[src/rtl/seven_seg_scanner_n_pkg.sv]
// -----------------------------------------------------------------------------
// seven_seg_scanner_n_pkg
//   Shared constants and helpers for the N-digit seven-segment anode scanner.
//   - DEF_* : default parameter values for the scanner and its prescaler
//   - MAX_DIGITS / ANODE_OFF : widest supported anode bus and its "all off"
//     value (active-low, so all ones)
//   - digit_w() : width of an index/counter covering 0..n-1, never below 1
// -----------------------------------------------------------------------------
package seven_seg_scanner_n_pkg;

    localparam int unsigned DEF_DIGITS    = 4;
    localparam int unsigned DEF_PRESCALE  = 100000;
    localparam int unsigned DEF_GUARD     = 2;
    localparam int unsigned DEF_DUTY_BITS = 3;

    localparam int unsigned MAX_DIGITS = 16;

    // Active-low anodes: all ones means every digit is dark.
    localparam logic [MAX_DIGITS-1:0] ANODE_OFF = '1;

    // Width needed to hold values 0..n-1; a single-entry range still gets
    // one bit so ports and registers never collapse to zero width.
    function automatic int unsigned digit_w(input int unsigned n);
        return (n <= 1) ? 1 : $clog2(n);
    endfunction

endpackage

[src/rtl/seven_seg_scanner_n_scan_prescaler.sv]
// -----------------------------------------------------------------------------
// scan_prescaler
//   Dwell counter for the anode scanner. Counts 0..PRESCALE-1 while enabled
//   and holds its value while disabled.
//   Ports:
//     clock  - system clock, rising edge
//     reset  - asynchronous, active-low
//     enable - 1 = count, 0 = hold
//     count  - current dwell position (pre_cnt)
//     wrap   - combinational strobe: enabled and count is at PRESCALE-1,
//              i.e. the next edge ends the current dwell
// -----------------------------------------------------------------------------
module scan_prescaler
    import seven_seg_scanner_n_pkg::*;
#(
    parameter int unsigned PRESCALE = DEF_PRESCALE,
    localparam int unsigned CNT_W   = digit_w(PRESCALE)
) (
    input  logic             clock,
    input  logic             reset,
    input  logic             enable,
    output logic [CNT_W-1:0] count,
    output logic             wrap
);

    localparam logic [CNT_W-1:0] LAST = CNT_W'(PRESCALE - 1);

    always_comb begin
        wrap = enable && (count == LAST);
    end

    always_ff @(posedge clock or negedge reset) begin
        if (!reset) begin
            count <= '0;
        end else if (enable) begin
            if (wrap) begin
                count <= '0;
            end else begin
                count <= count + 1'b1;
            end
        end
    end

endmodule

[src/rtl/seven_seg_scanner_n.sv]
// -----------------------------------------------------------------------------
// seven_seg_scanner_n
//   Multiplexes DIGITS common-anode seven-segment digits from the system
//   clock. Each digit is selected for PRESCALE cycles; the first GUARD cycles
//   of every dwell keep all anodes dark to avoid ghosting, and a free-running
//   PWM counter gates the remaining window against the brightness level.
//   Ports:
//     clock      - system clock, rising edge
//     reset      - asynchronous, active-low
//     enable     - 1 = scan; 0 = freeze counters, anodes dark
//     blank_mask - bit i = 1 keeps digit i dark
//     brightness - PWM on-level; all ones = fully on outside the guard
//     anode      - active-low anode drive, registered, at most one bit low
//     digit_sel  - index of the digit being scanned, registered
//     scan_tick  - one-cycle pulse in the cycle digit_sel has just advanced
// -----------------------------------------------------------------------------
module seven_seg_scanner_n
    import seven_seg_scanner_n_pkg::*;
#(
    parameter int unsigned DIGITS    = DEF_DIGITS,
    parameter int unsigned PRESCALE  = DEF_PRESCALE,
    parameter int unsigned GUARD     = DEF_GUARD,
    parameter int unsigned DUTY_BITS = DEF_DUTY_BITS
) (
    input  logic                         clock,
    input  logic                         reset,
    input  logic                         enable,
    input  logic [DIGITS-1:0]            blank_mask,
    input  logic [DUTY_BITS-1:0]         brightness,
    output logic [DIGITS-1:0]            anode,
    output logic [digit_w(DIGITS)-1:0]   digit_sel,
    output logic                         scan_tick
);

    localparam int unsigned DIGIT_W = digit_w(DIGITS);
    localparam int unsigned PRE_W   = digit_w(PRESCALE);

    localparam logic [DIGIT_W-1:0] LAST_DIGIT = DIGIT_W'(DIGITS - 1);
    localparam logic [DIGITS-1:0]  ALL_OFF    = ANODE_OFF[DIGITS-1:0];

    if (PRESCALE < 2 || GUARD >= PRESCALE || DIGITS < 1 || DIGITS > MAX_DIGITS) begin : g_param_check
        $error("seven_seg_scanner_n: illegal DIGITS/PRESCALE/GUARD combination");
    end

    logic [PRE_W-1:0]     pre_cnt;
    logic                 pre_wrap;
    logic [DIGIT_W-1:0]   digit;
    logic [DUTY_BITS-1:0] pwm_cnt;
    logic                 past_guard;
    logic [DIGITS-1:0]    anode_next;

    scan_prescaler #(
        .PRESCALE (PRESCALE)
    ) u_prescaler (
        .clock  (clock),
        .reset  (reset),
        .enable (enable),
        .count  (pre_cnt),
        .wrap   (pre_wrap)
    );

    // With no guard interval every dwell position is eligible; keeping this
    // as a separate branch avoids a constant "unsigned >= 0" compare.
    if (GUARD == 0) begin : g_no_guard
        always_comb begin
            past_guard = 1'b1;
        end
    end else begin : g_guard
        always_comb begin
            past_guard = (pre_cnt >= PRE_W'(GUARD));
        end
    end

    // Decoded from the current registered state, so the anode that turns on
    // always trails digit_sel by one cycle and the segment mux has settled.
    always_comb begin
        anode_next = ALL_OFF;
        if (enable && !blank_mask[digit] && past_guard && (pwm_cnt <= brightness)) begin
            anode_next[digit] = 1'b0;
        end
    end

    always_ff @(posedge clock or negedge reset) begin
        if (!reset) begin
            digit     <= '0;
            pwm_cnt   <= '0;
            anode     <= ALL_OFF;
            scan_tick <= 1'b0;
        end else begin
            anode     <= anode_next;
            scan_tick <= pre_wrap;
            if (enable) begin
                pwm_cnt <= pwm_cnt + 1'b1;
                if (pre_wrap) begin
                    if (digit == LAST_DIGIT) begin
                        digit <= '0;
                    end else begin
                        digit <= digit + 1'b1;
                    end
                end
            end
        end
    end

    always_comb begin
        digit_sel = digit;
    end

endmodule

[config.mk]
export PLATFORM = sky130hd
export DESIGN_NAME = seven_seg_scanner_n
export DESIGN_NICKNAME = d
export VERILOG_FILES = /design/src/rtl/seven_seg_scanner_n_pkg.sv /design/src/rtl/seven_seg_scanner_n_scan_prescaler.sv /design/src/rtl/seven_seg_scanner_n.sv
export SDC_FILE = /design/constraint.sdc
export NUM_CORES = 1
export LEC_CHECK = 0
export CAP_MARGIN = 0
export CORE_ASPECT_RATIO = 1.1
export CORE_MARGIN = 2
export CORE_UTILIZATION = 54
export DETAILED_ROUTE_END_ITERATION = 10
export GPL_ROUTABILITY_DRIVEN = 0
export HOLD_SLACK_MARGIN = 0.02
export PLACE_DENSITY_LB_ADDON = 0.15
export SLEW_MARGIN = 20
export SYNTH_ARGS = -nofsm -noshare
export SYNTH_HDL_FRONTEND = slang
export SYNTH_SLANG_ARGS = --single-unit
[constraint.sdc]
create_clock -name clock -period 2.2 [get_ports clock]
set_input_delay 0.33 -clock clock [delete_from_list [all_inputs] [get_ports clock]]
set_output_delay 0.33 -clock clock [all_outputs]
set_load 0.01 [all_outputs]
==> impl_metrics.py, run 1 <==
metrics = {
    "outcome": {
        "run_status": "finished, final reports clean",
    },
    "worst_setup_path": {
        "crit_type": "reg2reg",
        "reg2reg_depth": 4,
        "crit_required_ns": 2.42,
        "path_max_fanout": 5,
        "timing.rr.end": "digit_sel[1]",
        "start_kind": "flop",
        "crit_path_end": "digit_sel[1]",
        "cp-end-kind": "flop",
        "critPathLaunch": "u_prescaler.count[12]",
        "r2r_slack_ns": 0.35,
        "cp.arrival_ns": 2.08,
        "rr_startpoint": "u_prescaler.count[12]",
    },
    "power": {
        "pwr-share-comb_pct": 23.2,
        "intPower_mw": 0.800,
        "p_sw_share_pct": 32.1,
        "irDropWorstVdd_uv": 524,
        "power.switching_mw": 0.378,
        "p_clk_share_pct": 17.4,
        "total_power_mw": 1.18,
        "p_seq_share_pct": 59.4,
        "cellPowerDensity_nw_per_um2": 718,
        "p_leak_nw": 0.710,
    },
    "die": {
        "row_count": 19,
        "die-area_um2": 3050,
        "pin_count": 17,
        "die_h_um": 57.8,
        "start_util_pct": 56.8,
        "die_w_um": 52.9,
        "coreArea_um2": 2500,
    },
    "synth": {
        "synth.most_common_cell": "dfrtp_1",
        "avgSynthCellArea_um2": 10.7,
        "synth_cell_types": 30,
        "syn_inst": 133,
        "yosysWarnings": 0,
        "synth_common_cells": "23 x dfrtp_1, 12 x nor2_1, 11 x xnor2_1",
        "ys_seq_area_share_pct": 48.0,
        "synth_area_um2": 1420,
        "yosysTopAreaCellShare_pct": 40.6,
        "yosysTopAreaCell": "dfrtp_1",
        "ys_ff_latch": 27,
        "synth.area.top_cells": "dfrtp_1 41%, ha_1 8.8%, dfstp_2 7.4%",
        "synth_nets": 153,
        "synth_async_sr_flop_share_pct": 100,
        "ys.flop_type": "dfrtp_1",
        "synth_edf_count": 0,
    },
    "finish": {
        "utilization_pct": 65.8,
        "postLayoutCellArea_um2": 1640,
        "final_nets": 173,
        "areaGrowthSynthToFinish_pct": 15.7,
        "fillCellCount": 203,
        "n_antenna_cell": 0,
        "layout-drive-gt1-share_pct": 11.8,
    },
    "grt": {
        "antenna_found_initial": 0,
        "overflow": 0,
        "grt_max_degree": 28,
        "met3_usage_pct": 3.35,
        "grt_pass1_vias": 1022,
        "busiest_layer": "met2",
        "gr-usage-met2_pct": 35.9,
        "grt_pass1_wl_um": 4360,
        "grt.total_usage_pct": 19.5,
        "grt_util_met1_pct": 21.9,
    },
    "place": {
        "pre_cts_ws_ns": 0.274,
        "dp_hpwl_um": 1950,
        "place_area_um2": 1620,
        "io_buffers": 16,
    },
    "sta": {
        "layout_min_cycle_time_ns": 1.85,
        "finClkSkew_ns": 0.00766,
        "rsz0062_at_grt": "no",
        "setup_viol": 0,
        "timing.final.ws_setup_ns": 0.347,
        "timing.setup.tns_ns": 0,
        "slew_viol_final": 0,
        "relSlewSlack_pct": 76.5,
        "worst_pin_slew_ns": 0.349,
        "fmax_mhz": 540,
        "hold_viol": 0,
        "fin_crit_sh_pct": 84.2,
    },
    "clock_network": {
        "cts_tree": "built",
        "post_cts_buffers": 0,
        "h-tree-depth": 1,
        "cts_buffers": 3,
        "clock_path_buffers": 2,
        "cts.clk_slew.worst_paths_ns": 0.13,
        "holdBufCountCts": 0,
        "cts_resized": 0,
        "cts_sinks": 27,
        "insertion_delay_ns": 0.32,
        "clockRootBuffer": "clkbuf_4",
    },
    "detailed_routing": {
        "drc": 0,
        "viasPerCell": 5.54,
        "drt_iter0_drc": 15,
        "routed_wl_um": 2550,
        "detail_route.wl_per_cell_um": 14.0,
        "dr.pass1.iters": 4,
        "vias": 1013,
        "postRouteAntennaNets": 0,
    },
    "job": {
        "cap_violations": 0,
    },
    "hold_path": {
        "hp-class": "in2async",
    },
}
-- area by class of cell --
| class | instances | area, um^2 | share of cell area [%] |
|---|---|---|---|
| sequential | 27 | 681 | 41.5 |
| multi-input combinational | 92 | 676 | 41.2 |
| timing repair buffer | 19 | 183 | 11.1 |
| tap | 31 | 38.8 | 2.36 |
| inverter | 10 | 37.5 | 2.29 |
| clock buffer | 4 | 26.3 | 1.60 |
-- how the worst min path moves through the flow --
stage,to,cells past startpoint,slack [ns],from
after floorplan,digit_sel[0],0,0.03,reset
after global placement,pwm_cnt[2],1,0.48,pwm_cnt[2]
after detailed placement,pwm_cnt[2],1,0.48,pwm_cnt[2]
after CTS,scan_tick,2,0.36,reset
after global routing,pwm_cnt[2],2,0.39,reset
final,digit_sel[1],2,0.36,reset
-- metrics by stage --
stage | std cells | hold WS (ns)
final | 183 | 0.359
after CTS | 183 | 0.358
after detailed placement | 179 | 0.484
after floorplan | 133 | 0.0344
after global placement | 179 | 0.480
after global routing | 183 | 0.387
-- power by group through the flow --
stage,combinational [mW],sequential [mW],clock [mW]
finish,0.274,0.700,0.205
global route,0.316,0.716,0.234
CTS,0.278,0.697,0.216
detailed placement,0.277,0.707,0
global placement,0.264,0.704,0
floorplan,0.237,0.656,0
-- cells in the final DEF, fill, tap and decap left out, types with 3 or more instances in the layout --
cell type,n
buf_4,3
clkbuf_4,3
clkdlybuf4s50_1,16
dfrtp_1,23
dfstp_2,4
ha_1,10
inv_1,10
nand2_1,9
nand3_1,8
nand4_1,8
nor2_1,12
nor3_1,4
nor4_1,6
xnor2_1,11
xor2_1,5
-- state kept, by name, indices dropped and copies added (netlist names) --
signal and flops:
scan_tick 1, u_prescaler.count 17, pwm_cnt 3, digit_sel 2
anode 4
-- routing by layer --
metal / routed length [um] / part of all wire, % / vias up
li1: - / - / 496
met1: 1070 / 42 / 489
met2: 1310 / 51 / 23
met3: 126 / 4.9 / 5
met4: 44 / 1.7 / 0
met5: 0 / 0 / -
-- worst max-delay path, stage by stage (launching register included) --
cell,delay [ns]
dfrtp_1,0.45
or4_4,0.55
nor4_4,0.17
and3_1,0.28
mux2_4,0.31
-- kinds of logic after synthesis --
family	share of synthesized area, %
xor gates and xnor gates	9.88
AOI/OAI and AO/OA	2.65
and+or+nand+nor	21.8
buffers and inverters	4.41
adders and majority gates	8.82
muxes	4.50
DFF	48.0
(Power assumes the default switching activity.)
==> run 2: changes to the inputs <==
CORE_UTILIZATION = 49   (was 54)
clock period = 1.6 ns   (was 2.2 ns; I/O delays follow)
==> impl_metrics.py, run 2 (synthesis results as in run 1) <==
metrics = {
    "die": {
        "die-area_um2": 3340,
        "coreArea_um2": 2750,
        "pin_count": 17,
        "die_h_um": 60.4,
        "row_count": 20,
        "start_util_pct": 51.5,
        "die_w_um": 55.3,
    },
    "finish": {
        "postLayoutCellArea_um2": 1790,
        "largest_reg_flops": 17,
        "reg_top3": "u_prescaler.count x17, anode x4, pwm_cnt x3",
        "utilization_pct": 65.0,
        "layout_commonest_cell": "buf_4",
        "layout_common_cells": "21 x buf_4, 20 x dfrtp_1, 12 x nor2_1",
        "regMostFlops": "u_prescaler.count",
        "final_nets": 191,
        "fillCellCount": 223,
        "layout-drive-gt1-share_pct": 24.1,
        "areaGrowthSynthToFinish_pct": 26.2,
        "n_antenna_cell": 0,
        "instances_no_fill": 203,
    },
    "worst_setup_path": {
        "rr_startpoint": "u_prescaler.count[11]",
        "crit_chain": "or4_4 -> nor4_4 -> and3_4 -> mux2_4",
        "critPathTopFamily": "simple AND/OR/NAND/NOR gates",
        "timing.rr.end": "digit_sel[0]",
        "start_kind": "flop",
        "cp_num_buf_inv": 0,
        "path_max_fanout": 3,
        "crit_type": "reg2reg",
        "reg2reg_depth": 4,
        "critPathMaxStageDelay_ns": 0.55,
        "critPathLaunch": "u_prescaler.count[11]",
        "cp-end-kind": "flop",
        "crit_required_ns": 1.82,
        "r2r_slack_ns": -0.15,
        "cp_slowest_cell": "or4_4",
        "cp.arrival_ns": 1.97,
    },
    "power": {
        "cellPowerDensity_nw_per_um2": 948,
        "p_leak_nw": 0.789,
        "total_power_mw": 1.70,
        "irDropWorstVdd_uv": 676,
    },
    "sta": {
        "relSlewSlack_pct": 72.8,
        "rsz0062_at_grt": "yes",
        "hold_viol": 0,
        "finClkSkew_ns": 0.00182,
        "fmax_mhz": 572,
        "timing.final.ws_setup_ns": -0.148,
        "fin_crit_sh_pct": 109,
        "setup_viol": 14,
        "hold_slack_ns": 0.272,
        "layout_min_cycle_time_ns": 1.75,
        "slew_viol_final": 0,
        "worst_pin_slew_ns": 0.404,
    },
    "place": {
        "placed_cells": 196,
        "io_buffers": 16,
        "place_area_um2": 1730,
        "dp_hpwl_um": 2080,
    },
    "job": {
        "cap_violations": 0,
    },
    "clock_network": {
        "cts_tree": "built",
        "insertion_delay_ns": 0.32,
        "clock_path_buffers": 2,
        "cts_sinks": 27,
        "h-tree-depth": 1,
        "clockRootBuffer": "clkbuf_4",
        "cts_buffers": 3,
        "cts.clk_slew.worst_paths_ns": 0.14,
    },
    "grt": {
        "grt_pass1_wl_um": 4950,
        "antenna_found_initial": 0,
        "overflow": 0,
        "grt_max_degree": 28,
        "grt.total_usage_pct": 18.7,
        "grt_pass1_vias": 1058,
    },
    "detailed_routing": {
        "detail_route.wl_per_cell_um": 13.6,
        "viasPerCell": 5.31,
        "wl_met1_um": 1210,
        "wl_met2_um": 1400,
        "drt_iter0_drc": 19,
        "vias": 1077,
        "routed_wl_um": 2760,
        "drc": 0,
        "highest-signal-layer": "met4",
        "dr.pass1.iters": 4,
        "postRouteAntennaNets": 0,
        "met3_wirelength_um": 96,
    },
    "hold_path": {
        "hp-class": "in2async",
    },
    "outcome": {
        "violations": "negative setup slack",
        "run_status": "finished with violations",
    },
}
==> run 2: changes by cell type in the layout (fill, tap and decap cells not counted), sizes merged <==
cell / before / now
dlygate4sd2: 0 / 5
buf: 3 / 21
clkdlybuf4s50: 16 / 11
==> run 2: power by group <==
group          internal (mW)  switching (mW)
clock network         0.0976           0.196
registers              0.803           0.127
logic                  0.252           0.222
==> run 2: worst max-delay path by stage <==
stage                                       end  cells after the start
after floorplan                    digit_sel[0]                      5
after global placement             digit_sel[0]                      4
after detailed placement  u_prescaler.count[13]                      5
after CTS                          digit_sel[0]                      4
after global routing               digit_sel[0]                      4
final                              digit_sel[0]                      4
==> run 2: cell type report <==
type	instances	area (um^2)	area share, %
clock buffers	4	26.3	1.47
repair buffers	37	312	17.4
flip-flops and latches	27	684	38.2
multi-input cells	92	689	38.5
inverters	10	37.5	2.10
well taps	33	41.3	2.31
==> run 2: repair_timing <==
| action | 4_1_cts | 5_1_grt |
|---|---|---|
| hold buffers | 0 | 0 |
| setup endpoints to repair | 21 | 18 |
| pin swaps | 4 | 3 |
| gates resized for setup | 9 | 3 |
| setup buffers | 0 | 3 |
==> run 2: routing by layer <==
layer	vias to the layer above	global-route usage (%)
met1	510	22.5
met4	0	8.36
met2	27	34.4
met3	6	2.35
li1	534	-
met5	-	0
==> run 2: metrics by stage <==
stage,worst slack (ns),setup TNS (ns)
global route,-0.244,-2.62
global placement,-0.142,-1.85
CTS,-0.159,-1.02
finish,-0.148,-0.871
floorplan,-0.208,-0.416
detailed placement,-0.176,-2.53
==> run 3: changes to the inputs <==
ABC_AREA = 1   (was not set)
CORE_UTILIZATION = 50   (was 49)
==> impl_metrics.py, run 3 <==
metrics = {
    "synth": {
        "syn_inst": 207,
        "ys_ff_latch": 27,
        "yosysTopAreaCellShare_pct": 35.6,
        "synth.area.top_cells": "dfrtp_1 36%, nand2_1 9.8%, inv_1 8.4%",
        "synth.most_common_cell": "nand2_1",
        "yosysWarnings": 0,
        "synth_cell_types": 26,
        "synth_nets": 227,
        "synth_async_sr_flop_share_pct": 100,
        "avgSynthCellArea_um2": 7.81,
        "ys.flop_type": "dfrtp_1",
        "yosysTopAreaCell": "dfrtp_1",
        "synth_area_um2": 1620,
        "ys_seq_area_share_pct": 42.1,
        "synth_edf_count": 0,
        "synth_common_cells": "42 x nand2_1, 36 x inv_1, 25 x nor2_1",
    },
    "finish": {
        "layout-drive-gt1-share_pct": 12.6,
        "regMostFlops": "u_prescaler.count",
        "final_nets": 251,
        "areaGrowthSynthToFinish_pct": 15.6,
        "reg_top3": "u_prescaler.count x17, anode x4, pwm_cnt x3",
        "utilization_pct": 60.8,
        "layout_commonest_cell": "nand2_1",
        "largest_reg_flops": 17,
        "n_antenna_cell": 0,
        "layout_common_cells": "42 x nand2_1, 36 x inv_1, 25 x nor2_1",
        "instances_no_fill": 264,
    },
    "worst_setup_path": {
        "cp_num_buf_inv": 1,
        "path_max_fanout": 2,
        "cp.arrival_ns": 1.24,
        "critPathMaxStageDelay_ns": 0.54,
        "cp-end-kind": "output port",
        "critPathTopFamily": "buffers and inverters",
        "cp_slowest_cell": "clkdlybuf4s50_1",
        "crit_type": "reg2out",
        "reg2reg_depth": 6,
        "timing.rr.end": "digit_sel[0]",
        "start_kind": "flop",
        "crit_required_ns": 1.36,
        "r2r_slack_ns": 0.15,
        "rr_startpoint": "u_prescaler.count[1]",
        "crit_chain": "clkdlybuf4s50_1",
    },
    "grt": {
        "met3_usage_pct": 5.54,
        "grt.total_usage_pct": 20.3,
        "grt_max_degree": 28,
        "grt_pass1_vias": 1330,
        "gr-usage-met2_pct": 33.7,
        "antenna_found_initial": 0,
        "overflow": 0,
        "grt_util_met1_pct": 23.7,
        "grt_pass1_wl_um": 5690,
        "busiest_layer": "met2",
    },
    "clock_network": {
        "holdBufCountCts": 0,
        "cts_sinks": 27,
        "cts_tree": "built",
        "cts.clk_slew.worst_paths_ns": 0.15,
        "cts_buffers": 3,
        "clockRootBuffer": "clkbuf_4",
        "insertion_delay_ns": 0.34,
        "h-tree-depth": 1,
        "clock_path_buffers": 2,
    },
    "place": {
        "io_buffers": 16,
        "placed_cells": 259,
        "dp_hpwl_um": 2550,
    },
    "power": {
        "irDropWorstVdd_uv": 833,
        "cellPowerDensity_nw_per_um2": 992,
        "p_leak_nw": 0.928,
    },
    "die": {
        "pin_count": 17,
        "row_count": 21,
        "coreArea_um2": 3070,
        "die_h_um": 63.6,
        "die-area_um2": 3700,
        "die_w_um": 58.2,
        "start_util_pct": 52.6,
    },
    "sta": {
        "worst_pin_slew_ns": 0.342,
        "slew_viol_final": 0,
        "rsz0062_at_grt": "no",
        "relSlewSlack_pct": 77.2,
        "finClkSkew_ns": 0.0122,
        "fin_crit_sh_pct": 92.3,
        "timing.setup.tns_ns": 0,
        "layout_min_cycle_time_ns": 1.48,
        "setup_viol": 0,
        "hold_viol": 0,
        "fmax_mhz": 677,
    },
    "hold_path": {
        "hp-class": "in2async",
    },
    "detailed_routing": {
        "drc": 0,
        "vias": 1386,
        "postRouteAntennaNets": 0,
        "routed_wl_um": 3300,
        "dr.pass1.iters": 4,
        "detail_route.wl_per_cell_um": 12.5,
        "viasPerCell": 5.25,
        "drt_iter0_drc": 54,
    },
    "outcome": {
        "run_status": "finished, final reports clean",
    },
    "job": {
        "cap_violations": 0,
    },
}
==> run 3: where the power goes <==
part	switching, mW	internal, mW
logic	0.345	0.225
registers	0.159	0.818
clock network	0.207	0.0981
==> run 3: how the worst max path moves through the flow <==
| stage | from | endpoint | slack [ns] | cells past startpoint |
|---|---|---|---|---|
| final | digit_sel[1] | digit_sel[1] | 0.12 | 1 |
| after global placement | brightness[2] | anode[1] | 0.02 | 7 |
| after CTS | digit_sel[1] | digit_sel[1] | 0.1 | 1 |
| after global routing | u_prescaler.count[1] | u_prescaler.count[16] | 0.02 | 9 |
| after floorplan | u_prescaler.count[1] | u_prescaler.count[12] | 0.33 | 5 |
| after detailed placement | brightness[2] | anode[1] | -0.01 | 7 |
==> run 3: area by class of cell <==
class,count,area [um^2]
inverter,38,144
clock buffer,4,26.3
timing repair buffer,21,191
multi-input combinational,140,782
tap,34,42.5
sequential,27,682
fill,289,1210
==> run 3: cells by family after synthesis <==
group | after synthesis | synth area share, %
and+or+nand+nor | 107 | 31.6
buffers and inverters | 40 | 9.52
DFF | 27 | 42.1
AOI/OAI and AO/OA | 16 | 5.26
adders and majority gates | 10 | 7.74
xor gates and xnor gates | 7 | 3.79
==> run 3: repair_timing <==
| item | 4_1_cts | 5_1_grt |
|---|---|---|
| buffers inserted | 1 | 0 |
| resized for setup | 6 | 0 |
| setup endpoints to repair | 6 | 0 |
==> run 3: through the flow <==
step | hold WS, ns | power [mW] | area, um^2 | setup slack [ns]
2_1_floorplan | -0.0556 | 1.38 | 1620 | 0.331
3_3_place_gp | 0.493 | 1.54 | 1840 | 0.0238
3_5_place_dp | 0.501 | 1.57 | 1840 | -0.0109
4_1_cts | 0.255 | 1.87 | 1870 | 0.0962
5_1_grt | 0.272 | 2.01 | 1870 | 0.0227
6_report | 0.245 | 1.85 | 1870 | 0.123
==> run 3: routing by layer <==
metal | part of all wire [%] | wire length [um]
met5 | 0 | 0
met4 | 3.9 | 129
met3 | 6.4 | 211
met2 | 49 | 1610
met1 | 41 | 1350
==> variant, RTL diff (flow settings as in run 1) <==
Change the package constant `DEF_DIGITS` from 4 to 3.
--- a/src/rtl/seven_seg_scanner_n_pkg.sv
+++ b/src/rtl/seven_seg_scanner_n_pkg.sv
@@ -10,3 +10,3 @@
 
-    localparam int unsigned DEF_DIGITS    = 4;
+    localparam int unsigned DEF_DIGITS    = 3;
     localparam int unsigned DEF_PRESCALE  = 100000;
Interface: changed (resized anode and blank_mask); port bits go from 17 to 15. The function was not compared with the original's and may differ.
==> variant against run 1 <==
- non-clock buffer count up 1
- worst setup slack lost 0.13 ns
- final cell count is 4.4% lower
- synthesized area is 7.1% lower
- routed wire length grew 2.2%
- power increased by 6.1%
- sequential cell count down 1
- design area is 5.0% lower
==> variant: results (changes against run 1) <==
status=completed (unchanged); # nets final=161 (was 173); post-synthesis sequential area ratio=0.4962 (was 0.4797); post-DR vias/cell=5.783 (was 5.536); first-pass GRT wire length=4457 microns (was 4360 microns); largest net degree at the start of global routing=27 (was 28); Fillers=180 (was 203); commonest cells in the netlist=dfrtp_1, xnor2_1, nand4_1 (was dfrtp_1, nor2_1, xnor2_1); synthesized net count=140 (was 153); mean area per synthesized cell=10.55 sq um (was 10.67 sq um); Synth cell types=31 (was 30); port bufs=14 (was 16); layout cells sized above 1=0.1310 (was 0.1184); critical-path maximum fanout=6 (was 5); Synth Area in Adders=0.05693 (was 0.08818); Peak Freq=505.5 MHz (was 539.7 MHz); XOR/XNOR Fraction of Synth Area=0.09962 (was 0.09877); GRT Total Usage=0.2080 (was 0.1951); switching share of power=0.3349 (was 0.3212); mux contribution to synthesized area=0.02562 (was 0.04497); placed cell count=171 (was 179); met1 Use GR=0.2554 (was 0.2190); biggest regs=u_prescaler.count: 17 flops, anode: 3 flops, pwm_cnt: 3 flops (was u_prescaler.count: 17 flops, anode: 4 flops, pwm_cnt: 3 flops); Crit-path slowest cell=dfrtp_1 (was or4_4); Max rail drop VDD=637.2 uV (was 524.1 uV); DR vias=1012 (was 1013); dpl ws=0.1254 ns (was 0.2742 ns); mean routed wirelength per cell=14.92 microns (was 13.96 microns); 1st-iter DRT viols=21 (was 15); Pleak=0.6716 nW (was 0.7099 nW); M2 GR Usage=0.3451 (was 0.3589); post-synthesis compound-gate area fraction=0.03605 (was 0.02646)
==> variant: changes by cell type after synthesis, sizes merged, moves of 2 or more <==
cell	run 1	this run
and4	2	0
ha	10	6
inv	10	5
nand4	8	11
nand4b	0	2
nor2	12	9
nor2b	0	4
o21ai	1	4
==> variant: per-layer routing <==
metal  vias up  share of wire
li1        485              -
met1       501           0.45
met2        21           0.50
met3         5          0.034
met4         0          0.017
met5         -              0
==> variant: path summary, 6_finish.rpt <==
kind | start | end | slack (ns) | depth (start not counted)
max in group asynchronous | reset | anode[0] | 1.55 | 2
max | u_prescaler.count[11] | digit_sel[1] | 0.22 | 5
max reg2reg | u_prescaler.count[11] | digit_sel[1] | 0.22 | 5
min reg2reg | pwm_cnt[2] | pwm_cnt[2] | 0.50 | 1
min | reset | digit_sel[0] | 0.36 | 2
min in group clock | pwm_cnt[2] | pwm_cnt[2] | 0.50 | 1
==> variant: cells by family after synthesis <==
logic type | after synthesis
AND/OR/NAND/NOR | 58
flip-flops | 26
XOR/XNOR | 15
AO/OA/AOI/OAI | 8
multiplexers | 3
adder cells (fa/ha/maj) | 6
buffers and inverters | 9
==> variant: area by class of cell <==
type	count	share of cell area
Tap cell	30	0.02406
Clock buffer	4	0.02326
Timing Repair Buffer	20	0.1187
Sequential cell	26	0.4194
Multi-Input combinational cell	90	0.4026
Inverter	5	0.01203
==> variant: stage by stage <==
step / total power [mW] / hold slack (ns) / instance area [sq um]
after floorplan: 0.8941 / 0.03441 / 1319
after global placement: 0.9900 / 0.4677 / 1524
after detailed placement: 1.022 / 0.4892 / 1524
after CTS: 1.258 / 0.3642 / 1560
after global routing: 1.330 / 0.3683 / 1560
final: 1.250 / 0.3562 / 1560
==> variant: power by group through the flow <==
stage / sequential, mW / combinational [mW] / clock [mW]
CTS: 0.681 / 0.333 / 0.244
global placement: 0.683 / 0.307 / 0
floorplan: 0.637 / 0.257 / 0
finish: 0.683 / 0.328 / 0.239
global route: 0.697 / 0.371 / 0.262
detailed placement: 0.691 / 0.331 / 0
==> variant: worst reg2reg max path, stage by stage (launching register included) <==
cell and delay, ns:
dfrtp_1 0.47, nor4_1 0.32, nand2_1 0.14, nor4_1 0.39, buf_4 0.22, mux2_2 0.33
